[src/rtl/led_breathe_chaser.sv]
// PWM breathing LED chaser: one LED ramps up, holds, ramps down, holds, then the next LED takes over.
// Optional build macro LED_BREATHE_GAMMA_EN applies a squared (gamma ~2) brightness curve.
module led_breathe_chaser #(
    parameter int TICK_DIV   = 46875,
    parameter int PWM_W      = 8,
    parameter int HOLD_TICKS = 32,
    parameter int CHANNELS   = 8,
    localparam int CH_W      = (CHANNELS > 1) ? $clog2(CHANNELS) : 1
) (
    input  logic                clk,
    input  logic                rst,
    input  logic                en,
    output logic [CHANNELS-1:0] led_out,
    output logic [CH_W-1:0]     active_ch,
    output logic [2:0]          state_out,
    output logic                cycle_done
);

    localparam int DIV_W  = (TICK_DIV > 2) ? $clog2(TICK_DIV) : 1;
    localparam int HOLD_W = (HOLD_TICKS > 1) ? $clog2(HOLD_TICKS) : 1;
    localparam logic [PWM_W-1:0]  DUTY_MAX  = '1;
    localparam logic [DIV_W-1:0]  PRESC_TOP = DIV_W'(TICK_DIV - 1);
    localparam logic [HOLD_W-1:0] HOLD_TOP  = HOLD_W'(HOLD_TICKS - 1);
    localparam logic [CH_W-1:0]   CH_TOP    = CH_W'(CHANNELS - 1);

    typedef enum logic [2:0] {
        IDLE    = 3'd0,
        RAMP_UP = 3'd1,
        HOLD_HI = 3'd2,
        RAMP_DN = 3'd3,
        HOLD_LO = 3'd4
    } state_t;

    state_t              r_state;
    state_t              w_nextState;
    logic [DIV_W-1:0]    r_presc;
    logic [PWM_W-1:0]    r_pwm;
    logic [PWM_W-1:0]    r_duty;
    logic [PWM_W-1:0]    w_nextDuty;
    logic [HOLD_W-1:0]   r_hold;
    logic [HOLD_W-1:0]   w_nextHold;
    logic [CH_W-1:0]     r_activeCh;
    logic [CHANNELS-1:0] r_led;
    logic [CHANNELS-1:0] w_ledNext;
    logic                r_cycleDone;
    logic                w_cycleDone;
    logic                w_advance;
    logic                w_tick;
    logic                w_run;
    logic                w_lit;
    logic [PWM_W-1:0]    w_effDuty;

    // Counters only run in a legal active state with en held high; anything else parks them at zero.
    assign w_run  = en && (r_state inside {RAMP_UP, HOLD_HI, RAMP_DN, HOLD_LO});
    assign w_tick = (r_presc == PRESC_TOP);

`ifdef LED_BREATHE_GAMMA_EN
    logic [2*PWM_W-1:0] w_sq;
    assign w_sq      = {{PWM_W{1'b0}}, r_duty} * {{PWM_W{1'b0}}, r_duty};
    assign w_effDuty = w_sq[2*PWM_W-1:PWM_W];
`else
    assign w_effDuty = r_duty;
`endif

    assign w_lit = (r_pwm < w_effDuty);

    always_ff @(posedge clk or posedge rst) begin
        if (rst) begin
            r_state <= IDLE;
        end else begin
            r_state <= w_nextState;
        end
    end

    // Dropping en overrides every transition, including the final HOLD_LO tick.
    always_comb begin
        w_nextState = r_state;
        w_nextDuty  = r_duty;
        w_nextHold  = r_hold;
        w_cycleDone = 1'b0;
        w_advance   = 1'b0;
        case (r_state)
            IDLE: begin
                w_nextDuty = '0;
                w_nextHold = '0;
                if (en) begin
                    w_nextState = RAMP_UP;
                end
            end
            RAMP_UP: begin
                if (w_tick) begin
                    if (r_duty == DUTY_MAX) begin
                        w_nextState = HOLD_HI;
                        w_nextHold  = '0;
                    end else begin
                        w_nextDuty = r_duty + PWM_W'(1);
                    end
                end
            end
            HOLD_HI: begin
                if (w_tick) begin
                    if (r_hold == HOLD_TOP) begin
                        w_nextState = RAMP_DN;
                    end else begin
                        w_nextHold = r_hold + HOLD_W'(1);
                    end
                end
            end
            RAMP_DN: begin
                if (w_tick) begin
                    if (r_duty == '0) begin
                        w_nextState = HOLD_LO;
                        w_nextHold  = '0;
                    end else begin
                        w_nextDuty = r_duty - PWM_W'(1);
                    end
                end
            end
            HOLD_LO: begin
                if (w_tick) begin
                    if (r_hold == HOLD_TOP) begin
                        w_nextState = RAMP_UP;
                        w_cycleDone = 1'b1;
                        w_advance   = 1'b1;
                    end else begin
                        w_nextHold = r_hold + HOLD_W'(1);
                    end
                end
            end
            default: begin
                w_nextState = IDLE;
                w_nextDuty  = '0;
                w_nextHold  = '0;
            end
        endcase
        if (!en) begin
            w_nextState = IDLE;
            w_nextDuty  = '0;
            w_nextHold  = '0;
            w_cycleDone = 1'b0;
            w_advance   = 1'b0;
        end
    end

    always_ff @(posedge clk or posedge rst) begin
        if (rst) begin
            r_presc <= '0;
            r_pwm   <= '0;
        end else if (!w_run) begin
            r_presc <= '0;
            r_pwm   <= '0;
        end else begin
            r_presc <= w_tick ? '0 : r_presc + DIV_W'(1);
            r_pwm   <= r_pwm + PWM_W'(1);
        end
    end

    always_ff @(posedge clk or posedge rst) begin
        if (rst) begin
            r_duty      <= '0;
            r_hold      <= '0;
            r_cycleDone <= 1'b0;
            r_activeCh  <= '0;
        end else begin
            r_duty      <= w_nextDuty;
            r_hold      <= w_nextHold;
            r_cycleDone <= w_cycleDone;
            if (w_advance) begin
                r_activeCh <= (r_activeCh == CH_TOP) ? '0 : r_activeCh + CH_W'(1);
            end
        end
    end

    always_comb begin
        w_ledNext = '0;
        for (int i = 0; i < CHANNELS; i++) begin
            if (r_activeCh == CH_W'(i)) begin
                w_ledNext[i] = w_lit;
            end
        end
    end

    always_ff @(posedge clk or posedge rst) begin
        if (rst) begin
            r_led <= '0;
        end else begin
            r_led <= w_run ? w_ledNext : '0;
        end
    end

    assign led_out    = r_led;
    assign active_ch  = r_activeCh;
    assign state_out  = r_state;
    assign cycle_done = r_cycleDone;

endmodule

[config.mk]
export PLATFORM = sky130hd
export DESIGN_NAME = led_breathe_chaser
export DESIGN_NICKNAME = d
export VERILOG_FILES = /design/src/rtl/led_breathe_chaser.sv
export SDC_FILE = /design/constraint.sdc
export NUM_CORES = 1
export LEC_CHECK = 0
export CORE_ASPECT_RATIO = 0.8
export CORE_UTILIZATION = 65
export DETAILED_ROUTE_END_ITERATION = 10
export DONT_BUFFER_PORTS = 1
export GPL_TIMING_DRIVEN = 0
export PLACE_DENSITY = 0.8
export SYNTH_ARGS = -nofsm -noshare
export SYNTH_HDL_FRONTEND = slang
export SYNTH_SLANG_ARGS = --single-unit
[constraint.sdc]
create_clock -name clk -period 4.37 [get_ports clk]
set_input_delay 1.311 -clock clk [delete_from_list [all_inputs] [get_ports clk]]
set_output_delay 1.311 -clock clk [all_outputs]
set_load 0.02 [all_outputs]
==> load_flow_metrics.sql, run 1 <==
INSERT INTO impl_metrics (metric_group, metric, value, unit) VALUES
('synth', 'postSynthRegisterBits', '52', ''),
('routing', 'vias', '2152', ''),
('synth', 'synth_area_leaders', 'sky130_fd_sc_hd__dfrtp_1 (45%), sky130_fd_sc_hd__ha_1 (10%), sky130_fd_sc_hd__xor2_1 (4.5%)', ''),
('grt', 'antenna_found_initial', '0', ''),
('synth', 'yosys_warnings', '0', ''),
('clock_tree', 'cts.hold.buffers_added', '0', ''),
('timing', 'setup_violations', '0', ''),
('cells_and_area', 'area.sequential', '1301', 'um^2'),
('floorplan', 'dieWidth', '76.64', 'um'),
('cells_and_area', 'area_grow_syn2layout', '6.998', '%'),
('power_and_ir_drop', 'vdd.ir_drop.worst', '0.3190', 'mV'),
('clock_tree', 'cts.repair_timing.setup_buffer_count', '0', ''),
('synth', 'synth_edf_count', '0', ''),
('critical_path', 'timing.critical_path.from_type', 'flop', ''),
('synth', 'synth_flop_cell', 'sky130_fd_sc_hd__dfrtp_1', ''),
('synth', 'ys_seq_area_share', '44.92', '%'),
('timing', 'fmax', '352.4', 'MHz'),
('grt', 'global_route.overflow_total', '0', ''),
('job', 'drv_cap', '0', ''),
('routing', 'ant_nets', '0', ''),
('synth', 'synth-async-reset-ratio', '100.0', '%'),
('critical_path', 'worst-path-buf-inv', '2', ''),
('cells_and_area', 'multi_input_gate_area', '1501', 'um^2'),
('clock_tree', 'clock_tree.htree_level_count', '2', ''),
('critical_path', 'crit_chain', 'clkbuf_2 -> nand3b_1 -> inv_1 -> ha_1 -> a21oi_1 -> o211ai_1 -> o41ai_1 -> xnor2_1 -> or4_1 -> o21ai_1', ''),
('run_status', 'outcome', 'completed', ''),
('clock_tree', 'numCtsBuffers', '5', ''),
('floorplan', 'pin_count', '18', ''),
('routing', 'vias_per_cell', '5.880', ''),
('cells_and_area', 'post-route-util', '73.26', '%'),
('placed_design', 'placed_cell_area', '2988', 'um^2'),
('synth', 'postSynthAreaPerCell', '9.655', 'um^2'),
('grt', 'pin_count_of_the_biggest_net_entering_global_routing', '37', ''),
('critical_path', 'endpoint_kind', 'flop', ''),
('clock_tree', 'clock-root-buffer', 'sky130_fd_sc_hd__clkbuf_8', ''),
('floorplan', 'initial_utilization', '68.47', '%'),
('clock_tree', 'cts-root-to-sink-buffers', '2', ''),
('grt', 'number_of_global_route_vias_before_repair', '1943', ''),
('timing', 'clock-skew-final', '0.006285', 'ns'),
('clock_tree', 'cts_tree', 'yes', ''),
('hold_path', 'worst_hold_path_type', 'flop to flop', ''),
('cells_and_area', 'antennaDiodeCount', '0', ''),
('synth', 'synth.top_cells.by_count', 'sky130_fd_sc_hd__dfrtp_1 (52), sky130_fd_sc_hd__nor2_1 (34), sky130_fd_sc_hd__nand2_1 (26)', ''),
('routing', 'drc_errors', '0', ''),
('critical_path', 'critical_path.top_delay_family', 'compound AO/OA/AOI/OAI gates', ''),
('clock_tree', 'postCtsResizedCells', '0', ''),
('synth', 'synth_most_common_cell', 'sky130_fd_sc_hd__dfrtp_1', ''),
('cells_and_area', 'finish.net_count', '336', ''),
('floorplan', 'row_count', '21', ''),
('placed_design', 'dp.cells', '358', ''),
('placed_design', 'globalplace.congestion', '0.8220', ''),
('grt', 'grt.total_usage', '25.34', '%'),
('synth', 'post_synth_instance_area', '2897', 'um^2'),
('cells_and_area', 'stdcell_area', '3099', 'um^2'),
('power_and_ir_drop', 'leakagePower', '1.387', 'nW'),
('synth', 'synth_cell_types', '44', ''),
('cells_and_area', 'non_filler_instance_count_after_layout', '366', ''),
('synth', 'synth_largest_area_cell', 'sky130_fd_sc_hd__dfrtp_1', ''),
('critical_path', 'crit_required', '4.62', 'ns'),
('critical_path', 'crit_path_max_fanout', '8', ''),
('critical_path', 'crit_arrival', '3.09', 'ns'),
('placed_design', 'portBuffers', '0', ''),
('timing', 'timing.setup.tns', '0', 'ns'),
('timing', 'finalHoldViolations', '0', ''),
('grt', 'wire_length_of_the_first_global_routing_pass', '9142', 'um'),
('timing', 'rsz0062_at_grt', 'false', ''),
('routing', 'drtPass1Iterations', '4', ''),
('timing', 'post_route_minimum_period', '2.837', 'ns'),
('routing', 'drt_first_iter_violations', '158', ''),
('critical_path', 'criticalPathCategory', 'flop to flop', ''),
('clock_tree', 'clock_latency', '0.31', 'ns');
## logic make-up (layout without fill, tap and decap cells)
kind of cell    count (synthesis)  after routing  synth area share, %
buf+inv                        24             33                3.239
flops                          52             52                44.92
mux                             1              1               0.3456
compound gates                 46             46                9.676
xor+xnor                       25             25                7.559
simple gates                  127            127                23.20
fa+ha+maj                      25             25                11.06
## metrics by stage
step           hold WS, ns  power [mW]  worst slack (ns)
2_1_floorplan       0.4563      0.9513             1.801
3_3_place_gp        0.4739       1.047             1.299
3_5_place_dp        0.5046       1.068             1.509
4_1_cts             0.5265       1.402             1.550
5_1_grt             0.5564       1.497             1.344
6_report            0.5204       1.401             1.533
## final timing paths
check	slack, ns	from	end	cells past startpoint
min	0.52	r_presc[0]	r_presc[0]	1
max	1.53	state_out[2]	r_duty[7]	10
max in group asynchronous	3.03	rst	r_duty[1]	2
max reg2reg	1.53	state_out[2]	r_duty[7]	10
min in group asynchronous	0.84	rst	r_presc[5]	1
min reg2reg	0.52	r_presc[0]	r_presc[0]	1
## final cells by class
type,count,area share [%]
Sequential cell,52,41.99
Clock inverter,2,1.252
Timing Repair Buffer,1,0.6459
Multi-Input combinational cell,224,48.45
Inverter,17,2.059
Clock buffer,6,2.342
Buffer,7,0.9689
Tap cell,57,2.301
## power by group
part	switching, mW	internal [mW]
clock	0.164	0.173
combinational	0.294	0.152
sequential	0.0874	0.531
## flip-flops by register name, indices dropped and copies added, names as in the netlist
| signal | count |
|---|---|
| active_ch | 3 |
| cycle_done | 1 |
| led_out | 8 |
| r_duty | 8 |
| r_hold | 5 |
| r_presc | 16 |
| r_pwm | 8 |
| state_out | 3 |
## routing by layer
metal | GRT usage [%] | wire length (um)
met1 | 36.76 | 2913
met2 | 37.84 | 2288
met3 | 5.401 | 188
met4 | 10.16 | 98
met5 | 0 | 0
## cells in the final DEF, fill, tap and decap left out, drive strengths merged, types with 4 or more instances in the layout
master	Yosys	layout
nor4	8	8
nand4	5	5
nand2	26	26
nand3b	6	6
clkbuf	5	11
nor3	4	4
o31ai	7	7
dfrtp	52	52
and3	6	6
nor2	34	34
o21ai	17	17
a21oi	11	11
xor2	15	15
nand2b	4	4
ha	24	24
inv	17	18
nand3	18	18
xnor2	10	10
Power figures use the tool's default switching activity.
==> run 2: changes to the inputs <==
Settings changed: CORE_UTILIZATION 65 to 63, PLACE_DENSITY 0.8 to 0.78.
Clock period 4.37 ns to 2.9 ns, I/O delays scaled along.
==> run 2 against run 1 <==
Net effect: combinational power up 48%; critical endpoint unchanged; critical path type unchanged; clock power grew 50%; wire length is 2.6% lower; hold slack got worse by 0.10 ns; register-to-register slack worse by 1.4 ns; fmax increased by 4.1%.
==> load_flow_metrics.sql, run 2 (synthesis gave the netlist of run 1 again) <==
INSERT INTO impl_metrics (metric_group, metric, value, unit) VALUES
('grt', 'global_route.overflow_total', '0', ''),
('cells_and_area', 'fraction_of_final_layout_cells_sized_beyond_drive_strength_1', '7.120', '%'),
('floorplan', 'row_count', '21', ''),
('critical_path', 'reg2reg_from', 'state_out[2]', ''),
('cells_and_area', 'top_library_cells_by_usage_in_the_layout_fill_and_taps_aside', 'sky130_fd_sc_hd__dfrtp_1 (52), sky130_fd_sc_hd__nor2_1 (34), sky130_fd_sc_hd__nand2_1 (26)', ''),
('cells_and_area', 'antennaDiodeCount', '0', ''),
('placed_design', 'globalplace.congestion', '0.7882', ''),
('cells_and_area', 'post-route-util', '72.36', '%'),
('critical_path', 'crit_chain', 'clkbuf_2 -> nand3b_1 -> inv_2 -> ha_1 -> a21oi_1 -> o211ai_1 -> o41ai_1 -> xnor2_1 -> or4_1 -> o21ai_1', ''),
('critical_path', 'worst-r2r-cell-count', '10', ''),
('clock_tree', 'clock_tree.htree_level_count', '2', ''),
('floorplan', 'floorplan_core_area', '4283', 'um^2'),
('routing', 'vias_per_cell', '5.855', ''),
('timing', 'finalHoldViolations', '0', ''),
('critical_path', 'timing.critical_path.from_type', 'flop', ''),
('timing', 'rsz0062_at_grt', 'false', ''),
('timing', 'worst_pin_slew', '0.7653', 'ns'),
('clock_tree', 'cts_sinks', '52', ''),
('power_and_ir_drop', 'vdd.ir_drop.worst', '0.4180', 'mV'),
('power_and_ir_drop', 'power_density', '677.6', 'nW/um^2'),
('clock_tree', 'cts-root-to-sink-buffers', '2', ''),
('timing', 'finalCritPeriodShare', '93.98', '%'),
('routing', 'drtPass1Iterations', '4', ''),
('placed_design', 'portBuffers', '0', ''),
('grt', 'wire_length_of_the_first_global_routing_pass', '9487', 'um'),
('timing', 'post-route-worst-setup-slack', '0.1744', 'ns'),
('hold_path', 'worst_hold_path_type', 'input pin to async pin', ''),
('run_status', 'outcome', 'completed', ''),
('critical_path', 'worst-path-buf-inv', '2', ''),
('routing', 'routed_len_inst', '14.61', 'um'),
('critical_path', 'regToRegEndpoint', 'r_duty[7]', ''),
('routing', 'ant_nets', '0', ''),
('critical_path', 'slowest_stage', 'sky130_fd_sc_hd__dfrtp_1', ''),
('routing', 'vias', '2143', ''),
('timing', 'final_max_slew_viol_count', '0', ''),
('cells_and_area', 'leading_cell_type_in_the_layout_fill_and_taps_excluded', 'sky130_fd_sc_hd__dfrtp_1', ''),
('power_and_ir_drop', 'p_int', '1.291', 'mW'),
('power_and_ir_drop', 'netSwitchingPower', '0.8094', 'mW'),
('routing', 'drt_wl_total', '5348', 'um'),
('cells_and_area', 'largest_register_ff_count', '16', ''),
('power_and_ir_drop', 'switching_share', '38.54', '%'),
('critical_path', 'crit_arrival', '2.96', 'ns'),
('timing', 'timing.setup.tns', '0', 'ns'),
('power_and_ir_drop', 'leakagePower', '1.384', 'nW'),
('critical_path', 'crit_required', '3.14', 'ns'),
('grt', 'antenna_found_initial', '0', ''),
('cells_and_area', 'top_register_by_number_of_flip_flops', 'r_presc', ''),
('power_and_ir_drop', 'clock_power_share', '24.1', '%'),
('critical_path', 'critPathMaxStageDelay', '0.46', 'ns'),
('floorplan', 'fp.dieArea', '4874', 'um^2'),
('timing', 'post_route_minimum_period', '2.726', 'ns'),
('placed_design', 'dpl.hpwl', '3967', 'um'),
('power_and_ir_drop', 'design_power_total', '2.100', 'mW'),
('floorplan', 'die_height', '62.65', 'um'),
('floorplan', 'initial_utilization', '67.63', '%'),
('critical_path', 'endpoint_kind', 'flop', ''),
('power_and_ir_drop', 'power_frac_seq', '44.4', '%'),
('grt', 'grt.total_usage', '25.07', '%'),
('timing', 'setup_violations', '0', ''),
('clock_tree', 'clock_latency', '0.31', 'ns'),
('floorplan', 'pin_count', '18', ''),
('power_and_ir_drop', 'comb_power_share', '31.5', '%'),
('timing', 'relSlewSlack', '48.55', '%'),
('cells_and_area', 'fill_cells', '315', ''),
('grt', 'number_of_global_route_vias_before_repair', '2043', ''),
('routing', 'drc_errors', '0', ''),
('floorplan', 'dieWidth', '77.81', 'um'),
('placed_design', 'placement.setup.worst_slack', '0.1534', 'ns'),
('timing', 'hold_ws', '0.4179', 'ns'),
('clock_tree', 'cts_tree', 'yes', ''),
('critical_path', 'crit_path_max_fanout', '8', ''),
('timing', 'fmax', '366.9', 'MHz'),
('grt', 'pin_count_of_the_biggest_net_entering_global_routing', '36', ''),
('clock_tree', 'numCtsBuffers', '5', ''),
('critical_path', 'critical_path.top_delay_family', 'compound AO/OA/AOI/OAI gates', ''),
('cells_and_area', 'finish.net_count', '336', ''),
('clock_tree', 'clock-root-buffer', 'sky130_fd_sc_hd__clkbuf_8', ''),
('cells_and_area', 'area_grow_syn2layout', '6.998', '%'),
('timing', 'clock-skew-final', '0.006467', 'ns'),
('critical_path', 'criticalPathCategory', 'flop to flop', ''),
('routing', 'drt_first_iter_violations', '120', ''),
('clock_tree', 'cts.clk_slew.worst_paths', '0.10', 'ns'),
('critical_path', 'r2r_slack', '0.17', 'ns'),
('job', 'drv_cap', '0', '');
[run 2: cell type report]
type                            count  area [um^2]  share of cell area, %
Inverter                           17        63.81                  2.059
Timing Repair Buffer                1        20.02                 0.6459
Tap cell                           57        71.32                  2.301
Clock buffer                        6        72.57                  2.342
Buffer                              7        30.03                 0.9689
Sequential cell                    52         1301                  41.99
Multi-Input combinational cell    224         1501                  48.45
Clock inverter                      2        38.79                  1.252
[run 2: timing repair]
action | in CTS | in global routing
resized for setup | 0 | 1
setup endpoints to repair | 0 | 1
hold buffers | 0 | 0
hold endpoints to repair | 0 | 0
setup buffers | 0 | 0
[run 2: stage by stage]
step	instance area, um^2	instances
2_1_floorplan	2897	300
3_3_place_gp	2968	357
3_5_place_dp	2988	358
4_1_cts	3099	366
5_1_grt	3099	366
6_report	3099	366
[run 2: power by group through the flow]
stage               sequential [mW]  combinational (mW)  clock [mW]
floorplan                     0.916               0.518           0
global placement              0.942               0.636           0
detailed placement            0.945               0.655           0
CTS                           0.931               0.661       0.515
global route                  0.943               0.768       0.546
finish                        0.932               0.661       0.507
[run 2: worst max-delay path by stage]
stage	endpoint	start	slack, ns	cells past startpoint
floorplan	r_duty[7]	state_out[2]	0.42	10
global placement	r_duty[7]	state_out[2]	0.16	10
detailed placement	r_duty[7]	state_out[2]	0.15	10
CTS	r_duty[7]	state_out[2]	0.12	10
global route	r_duty[7]	state_out[2]	0.03	10
finish	r_duty[7]	state_out[2]	0.17	10
[run 2: per-layer routing]
metal / track usage (%) / wire (um)
met1: 37.40 / 2751
met2: 34.18 / 2182
met3: 5.109 / 218
met4: 12.97 / 195
met5: 0 / 0
